### src/rtl/bit_sync_filt_pkg.sv
// Shared helpers for bit_sync_filt: filter counter width and parameter range checks.
// No types are exported; the channel and top import this for elaboration-time math.
package bit_sync_filt_pkg;

   // $clog2(1) is 0, so the counter is given a 1-bit floor.
   function automatic int unsigned cnt_width(input int unsigned filter_len);
      int unsigned w;
      w = $clog2(filter_len);
      return (w < 1) ? 1 : w;
   endfunction

   function automatic bit params_ok(input int unsigned bus_width,
                                    input int unsigned num_stages,
                                    input int unsigned filter_len);
      return (bus_width >= 1) && (num_stages >= 2) && (filter_len >= 1);
   endfunction

endpackage

### src/rtl/bit_sync_filt_ch.sv
// One channel of bit_sync_filt: synchronizer chain, stability filter, and
// registered rise/fall pulses that coincide with the filtered level change.
module bit_sync_filt_ch
   import bit_sync_filt_pkg::*;
#(
   parameter int unsigned NUM_STAGES = 2,
   parameter int unsigned FILTER_LEN = 3
)
(
   input  logic clk,
   input  logic rst_n,
   input  logic async_bit,
   output logic sync_bit,
   output logic rise,
   output logic fall
);

   localparam int unsigned CW = cnt_width(FILTER_LEN);
   localparam logic [CW-1:0] CNT_LAST = CW'(FILTER_LEN - 1);

   (* ASYNC_REG = "TRUE" *) logic [NUM_STAGES-1:0] chain;
   logic          raw;
   logic [CW-1:0] cnt;

   always_ff @(posedge clk or negedge rst_n) begin
      if (!rst_n) begin
         chain <= '0;
      end else begin
         chain <= {chain[NUM_STAGES-2:0], async_bit};
      end
   end

   assign raw = chain[NUM_STAGES-1];

   // With FILTER_LEN=1 CNT_LAST is 0, so every mismatch is accepted at once
   // and the counter never leaves 0.
   always_ff @(posedge clk or negedge rst_n) begin
      if (!rst_n) begin
         cnt      <= '0;
         sync_bit <= 1'b0;
         rise     <= 1'b0;
         fall     <= 1'b0;
      end else begin
         rise <= 1'b0;
         fall <= 1'b0;
         if (raw == sync_bit) begin
            cnt <= '0;
         end else if (cnt == CNT_LAST) begin
            cnt      <= '0;
            sync_bit <= raw;
            rise     <= raw;
            fall     <= ~raw;
         end else begin
            cnt <= cnt + 1'b1;
         end
      end
   end

endmodule

### src/rtl/bit_sync_filt.sv
// Multi-bit level synchronizer with per-channel stability filter and edge pulses.
// Channels are independent; ANY_EDGE is a plain OR of the registered pulses.
module bit_sync_filt
   import bit_sync_filt_pkg::*;
#(
   parameter int unsigned BUS_WIDTH  = 2,
   parameter int unsigned NUM_STAGES = 2,
   parameter int unsigned FILTER_LEN = 3
)
(
   input  logic                 CLK,
   input  logic                 RST,
   input  logic [BUS_WIDTH-1:0] ASYNC,
   output logic [BUS_WIDTH-1:0] SYNC,
   output logic [BUS_WIDTH-1:0] RISE,
   output logic [BUS_WIDTH-1:0] FALL,
   output logic                 ANY_EDGE
);

   if (!params_ok(BUS_WIDTH, NUM_STAGES, FILTER_LEN)) begin : g_param_err
      $error("bit_sync_filt: BUS_WIDTH>=1, NUM_STAGES>=2, FILTER_LEN>=1 required");
   end

   for (genvar g = 0; g < BUS_WIDTH; g++) begin : g_ch
      bit_sync_filt_ch #(
         .NUM_STAGES (NUM_STAGES),
         .FILTER_LEN (FILTER_LEN)
      ) u_ch (
         .clk       (CLK),
         .rst_n     (RST),
         .async_bit (ASYNC[g]),
         .sync_bit  (SYNC[g]),
         .rise      (RISE[g]),
         .fall      (FALL[g])
      );
   end

   assign ANY_EDGE = |(RISE | FALL);

endmodule

### config.mk
export PLATFORM = sky130hd
export DESIGN_NAME = bit_sync_filt
export DESIGN_NICKNAME = d
export VERILOG_FILES = /design/src/rtl/bit_sync_filt_pkg.sv /design/src/rtl/bit_sync_filt_ch.sv /design/src/rtl/bit_sync_filt.sv
export SDC_FILE = /design/constraint.sdc
export NUM_CORES = 1
export LEC_CHECK = 0
export CAP_MARGIN = 20
export CORE_AREA = 2 2 39 41
export CTS_CLUSTER_SIZE = 20
export DETAILED_ROUTE_END_ITERATION = 7
export DIE_AREA = 0 0 41 43
export SLEW_MARGIN = 20
export SYNTH_ARGS = -nofsm -noshare
export SYNTH_HDL_FRONTEND = slang
export SYNTH_SLANG_ARGS = --single-unit
### constraint.sdc
create_clock -name CLK -period 3.36 [get_ports CLK]
set_clock_uncertainty 0.15 [all_clocks]
set_input_delay 0.504 -clock CLK [delete_from_list [all_inputs] [get_ports CLK]]
set_output_delay 0.504 -clock CLK [all_outputs]
set_load 0.02 [all_outputs]
==> results of run 1 <==
-- synth_stat cells (all sizes together) --
cell	number	share of area, %
nor3	2	1.9
buf	6	8.5
xnor2	2	3.3
dfrtp	14	66
nor3b	4	5.7
or4	1	1.4
nor2b	1	2.6
and3b	2	3.3
nand2b	1	2.6
mux2	2	4.3
-- layout by cell type, fill, tap and decap left out --
cell              n
or4_1             1
clkdlybuf4s50_1  10
mux2_2            2
dfrtp_1          14
nor3b_1           4
nor2b_4           1
clkbuf_4          3
xnor2_1           2
nor3_1            2
nand2b_4          1
clkbuf_8          1
and3b_1           2
-- where the power goes --
group	internal [mW]	total (mW)	switching [mW]	leakage, nW
logic	0.0916	0.156	0.0640	0.0875
registers	0.209	0.248	0.0399	0.178
clock network	0.0658	0.113	0.0474	0.0210
-- state kept, by name (all words and copies together), names as in the netlist --
register,cells
g_ch.u_ch.cnt,4
g_ch.u_ch.fall,2
g_ch.u_ch.rise,2
g_ch.u_ch.sync_bit,2
g_ch.u_ch.chain,4
-- final cells by class --
type | count | area share, %
Multi-Input combinational cell | 15 | 20.74
Clock buffer | 4 | 5.675
Tap cell | 16 | 3.131
Timing Repair Buffer | 10 | 15.66
Sequential cell | 14 | 54.79
-- worst max-delay path, stage by stage, from the launching register on --
cell,delay [ns]
dfrtp_1,0.38
or4_1,0.51
clkdlybuf4s50_1,0.55
-- worst paths after layout --
check | slack [ns] | to | depth (start not counted) | from
worst max-delay path | 1.00 | ANY_EDGE | 2 | g_ch[0].u_ch.fall$_DFF_PN0_
worst min-delay path | 0.20 | g_ch[1].u_ch.chain[1]$_DFF_PN0_ | 0 | g_ch[1].u_ch.chain[0]$_DFF_PN0_
worst max register to register | 2.21 | g_ch[0].u_ch.sync_bit$_DFFE_PN0P_ | 2 | g_ch[0].u_ch.cnt[0]$_DFF_PN0_
worst min register to register | 0.20 | g_ch[1].u_ch.chain[1]$_DFF_PN0_ | 0 | g_ch[1].u_ch.chain[0]$_DFF_PN0_
max in group asynchronous | 2.23 | g_ch[0].u_ch.chain[1]$_DFF_PN0_ | 1 | RST
min in group asynchronous | 0.45 | g_ch[1].u_ch.chain[0]$_DFF_PN0_ | 1 | RST
-- cells by family after synthesis --
kind of cell,after synthesis,synth area share [%]
xor+xnor,2,3.318
buf+inv,6,8.530
simple gates,11,17.54
mux,2,4.265
flops,14,66.35
-- stage by stage --
step / utilization (%) / power (mW) / hold slack, ns / worst slack, ns
final: 46.20 / 0.5171 / 0.2047 / 1.004
after global routing: 46.20 / 0.5498 / 0.2162 / 0.9384
after CTS: 46.20 / 0.5246 / 0.2078 / 0.9896
after detailed placement: 43.58 / 0.4104 / 0.1897 / 1.292
after global placement: 43.58 / 0.3993 / 0.1850 / 1.307
after floorplan: - / 0.3680 / 0.05841 / 1.724
-- per-layer routing --
layer	vias up	GRT usage, %	routed length, um
met4	0	10.00	8
met5	-	0	0
met1	139	10.18	224
li1	131	-	-
met3	2	3.141	50
met2	9	13.75	349
==> impl_metrics.yaml, run 1 <==
cts:
  clk_latency_ns: 0.26
  cts_tree: "built"
  cts_buffer_depth: 2
  clkSlewWorstSetupHoldPaths_ns: 0.08
  post_cts_buffers: 0
  cts_max_level: 1
  cts_hold_buf: 0
  clock-sinks: 14
  ctsRootBufferMaster: "clkbuf_4"
  postCtsResizedCells: 0
  numCtsBuffers: 3
floorplan:
  ios: 11
  start_util_pct: 38.16
  die_x_um: 41
  dieHeight_um: 43
  row_count: 14
  core-area_um2: 1384
  dieArea_um2: 1763
global_routing:
  gr-usage-all-layers_pct: 9.691
  grt_max_degree: 15
  grt_pass1_wl_mm: 1.048
  grt_overflow_total: 0
  grt_pass1_vias: 260
  grt_antenna_before_repair: 0
timing:
  tightest_slew_ns: 0.5765
  finalSetupViolCount: 0
  tns_ns: 0
  slew_headroom_pct: 61.45
  rsz0062_at_grt: "false"
  min_period_ns: 2.356
  report.final.slew_viol_count: 0
  final-hold-violation-count: 0
  min_period_over_period_pct: 70.12
  fmax_ghz: 0.4245
job:
  drv_cap: 0
worst_setup_path:
  path_max_fanout: 2
  start_kind: "flip-flop"
  required_ns: 2.71
  path_class: "flip-flop to output port"
  crit_arrival_ns: 1.70
  critPathCaptureType: "output port"
logic_synthesis:
  syn_area_um2: 528.0
  ys.warnings.count: 0
  ys_seq_area_share_pct: 66.35
  synthCells: 35
  avgSynthCellArea_um2: 15.09
  syn_nets: 39
  ys_ff_latch: 14
  ys_types: 10
finish:
  n_antenna_cell: 0
  finalInstanceArea_um2: 639.4
  drive_above_1_share_pct: 18.60
  ff_latch_area_um2: 350.3
  multi_input_area_um2: 132.6
  area_growth_pct: 21.09
  nNetsFinal: 48
  fill_cells: 128
  instances_no_fill: 59
power_and_ir_drop:
  p_per_area_nw_per_um2: 808.7
  vdd_ir_drop_max_mv: 0.3315
  p_leak_nw: 0.2865
detailed_routing:
  via_per_inst: 4.763
  vias: 281
  drt_iter0_drc: 2
  drt_pre_antenna_iters: 3
  postRouteWirelength_um: 632
  drc: 0
  drtAntennaViolNets: 0
  wl_per_cell_um: 10.71
outcome:
  status: "finished clean"
placed_design:
  gp_congestion: 0.5871
  dp.cells: 55
  io_buffers: 10
  dpl-instance-area_um2: 603.1
worst_hold_path:
  hp-class: "flip-flop to flip-flop"
(Power assumes the default switching activity.)
==> run 2, diff against run 1 <==
--- a/config.mk
+++ b/config.mk
@@ -10,6 +10,7 @@
 export CTS_CLUSTER_SIZE = 20
 export DETAILED_ROUTE_END_ITERATION = 7
 export DIE_AREA = 0 0 41 43
+export PLACE_DENSITY = 0.67
 export SLEW_MARGIN = 20
 export SYNTH_ARGS = -nofsm -noshare
 export SYNTH_HDL_FRONTEND = slang
==> constraint.sdc (replaced) <==
create_clock -name CLK -period 2.02 [get_ports CLK]
set_clock_uncertainty 0.15 [all_clocks]
set_input_delay 0.303 -clock CLK [delete_from_list [all_inputs] [get_ports CLK]]
set_output_delay 0.303 -clock CLK [all_outputs]
set_load 0.02 [all_outputs]
==> run 2 against run 1 <==
Net effect:
- cell count is 1.7% lower
- worst setup slack got worse by 0.90 ns
- non-clock buffer count did not move
- via count down 2.5%
- sequential share of layout area increased by 1.3 points
- critical path type unchanged
- flip-flop and latch count did not move
==> impl_metrics.yaml, run 2 (synthesis gave the netlist of run 1 again) <==
finish:
  fill_cells: 130
  nNetsFinal: 48
  instances_no_fill: 58
  area_growth_pct: 18.25
  multi_input_area_um2: 132.6
  n_antenna_cell: 0
  layout_commonest_cell: "dfrtp_1"
  top_regs: "g_ch.u_ch.chain (4), g_ch.u_ch.cnt (4)"
  final_cell_mix: "dfrtp_1 (14), clkdlybuf4s50_1 (9), nor3b_1 (4)"
  drive_above_1_share_pct: 16.67
  ff_latch_area_um2: 350.3
timing:
  finalSetupViolCount: 0
  slew_headroom_pct: 59.95
  holdWs_ns: 0.2046
  report.final.slew_viol_count: 0
  final-hold-violation-count: 0
  tightest_slew_ns: 0.5988
  rsz0062_at_grt: "false"
  tns_ns: 0
  min_period_ns: 1.911
  fmax_ghz: 0.5233
  setup_ws_ns: 0.1089
  min_period_over_period_pct: 94.61
worst_setup_path:
  critPathMaxStageDelay_ns: 0.50
  path_max_fanout: 2
  path_class: "flip-flop to output port"
  reg2reg_to: "g_ch[0].u_ch.sync_bit$_DFFE_PN0P_"
  required_ns: 1.57
  path_cells: "or4_1 -> dlygate4sd2_1"
  crit_buf_inv: 1
  critPathCaptureType: "output port"
  regToRegSetupSlack_ns: 0.85
  r2r_start: "g_ch[0].u_ch.cnt[0]$_DFF_PN0_"
  start_kind: "flip-flop"
  crit_family: "simple AND/OR/NAND/NOR gates"
  r2r_cells: 2
  crit_arrival_ns: 1.46
  crit_slowest_cell: "or4_1"
detailed_routing:
  route.met3.wl_um: 44
  drt_iter0_drc: 1
  via_per_inst: 4.724
  drc: 0
  routed-wl-met2_um: 374
  drt_pre_antenna_iters: 3
  highest_layer: "met3"
  wl_met1_um: 249
  wl_per_cell_um: 11.52
  vias: 274
  drtAntennaViolNets: 0
  postRouteWirelength_um: 668
floorplan:
  dieArea_um2: 1763
  row_count: 14
  start_util_pct: 38.16
  dieHeight_um: 43
  ios: 11
  core-area_um2: 1384
  die_x_um: 41
power_and_ir_drop:
  pwr-share-clk_pct: 17.2
  vdd_ir_drop_max_mv: 0.5271
  power_frac_seq_pct: 51.5
  switching_share_pct: 30.38
  p_leak_nw: 0.2836
  p_per_area_nw_per_um2: 1294
  p_sw_uw: 245.4
  combPwrFrac_pct: 31.3
  power.internal_uw: 562.3
  design_power_total_uw: 807.6
placed_design:
  gp_congestion: 0.7030
  place_ws_ns: 0.1604
  dp.cells: 55
  io_buffers: 10
global_routing:
  grt_overflow_total: 0
  grt_antenna_before_repair: 0
  grt_pass1_vias: 305
  grt_pass1_wl_mm: 1.221
  gr-usage-all-layers_pct: 10.91
  grt_max_degree: 15
cts:
  clkSlewWorstSetupHoldPaths_ns: 0.07
  cts_buffer_depth: 2
  numCtsBuffers: 3
  post_cts_buffers: 0
  clock-sinks: 14
  cts_max_level: 1
  ctsRootBufferMaster: "clkbuf_4"
  cts_hold_buf: 0
  cts_tree: "built"
  clk_latency_ns: 0.26
worst_hold_path:
  whs_endpoint: "g_ch[1].u_ch.chain[1]$_DFF_PN0_"
  min_path_cells: 0
  min_from: "g_ch[1].u_ch.chain[0]$_DFF_PN0_"
  hp-class: "flip-flop to flip-flop"
outcome:
  status: "finished clean"
job:
  drv_cap: 0
-- run 2: per-layer routing --
metal	vias up	GRT usage [%]
met1	137	11.15
met3	0	3.141
met2	9	17.50
li1	128	-
met4	0	8.000
met5	-	0
-- run 2: area by class of cell --
type                       instances  area share [%]
tap                               16           3.206
clock buffer                       3           3.607
multi-input combinational         15           21.24
timing repair buffer              10           15.83
sequential                        14           56.11
-- run 2: what timing repair did --
item	in CTS	in global routing
resized for setup	1	0
setup endpoints to repair	1	0
endpoints found under the hold margin	0	0
-- run 2: worst max-delay path by stage --
stage | startpoint | endpoint | slack (ns) | cells after the start
finish | g_ch[0].u_ch.fall$_DFF_PN0_ | ANY_EDGE | 0.11 | 2
global route | g_ch[0].u_ch.fall$_DFF_PN0_ | ANY_EDGE | 0.03 | 2
CTS | g_ch[0].u_ch.fall$_DFF_PN0_ | ANY_EDGE | 0.09 | 2
detailed placement | g_ch[0].u_ch.fall$_DFF_PN0_ | ANY_EDGE | 0.16 | 2
global placement | g_ch[0].u_ch.fall$_DFF_PN0_ | ANY_EDGE | 0.17 | 2
floorplan | g_ch[0].u_ch.fall$_DFF_PN0_ | ANY_EDGE | 0.59 | 1
-- run 2: through the flow --
step | instance area [um^2] | utilization (%)
3_3_place_gp | 603.1 | 43.58
4_1_cts | 624.3 | 45.12
6_report | 624.3 | 45.12
2_1_floorplan | 528.0 | -
3_5_place_dp | 603.1 | 43.58
5_1_grt | 624.3 | 45.12
-- run 2: worst register-to-register path: cells and delay by family (launching register included) --
kind          cells  cell delay [ns]
mux               1             0.33
simple gates      1             0.14
flops             1             0.43
-- run 2: power groups by stage --
stage | Combinational (mW) | Clock, mW | Sequential [mW]
6_report | 0.253 | 0.139 | 0.416
5_1_grt | 0.280 | 0.163 | 0.426
4_1_cts | 0.258 | 0.147 | 0.415
3_5_place_dp | 0.263 | 0 | 0.422
3_3_place_gp | 0.254 | 0 | 0.409
2_1_floorplan | 0.208 | 0 | 0.404
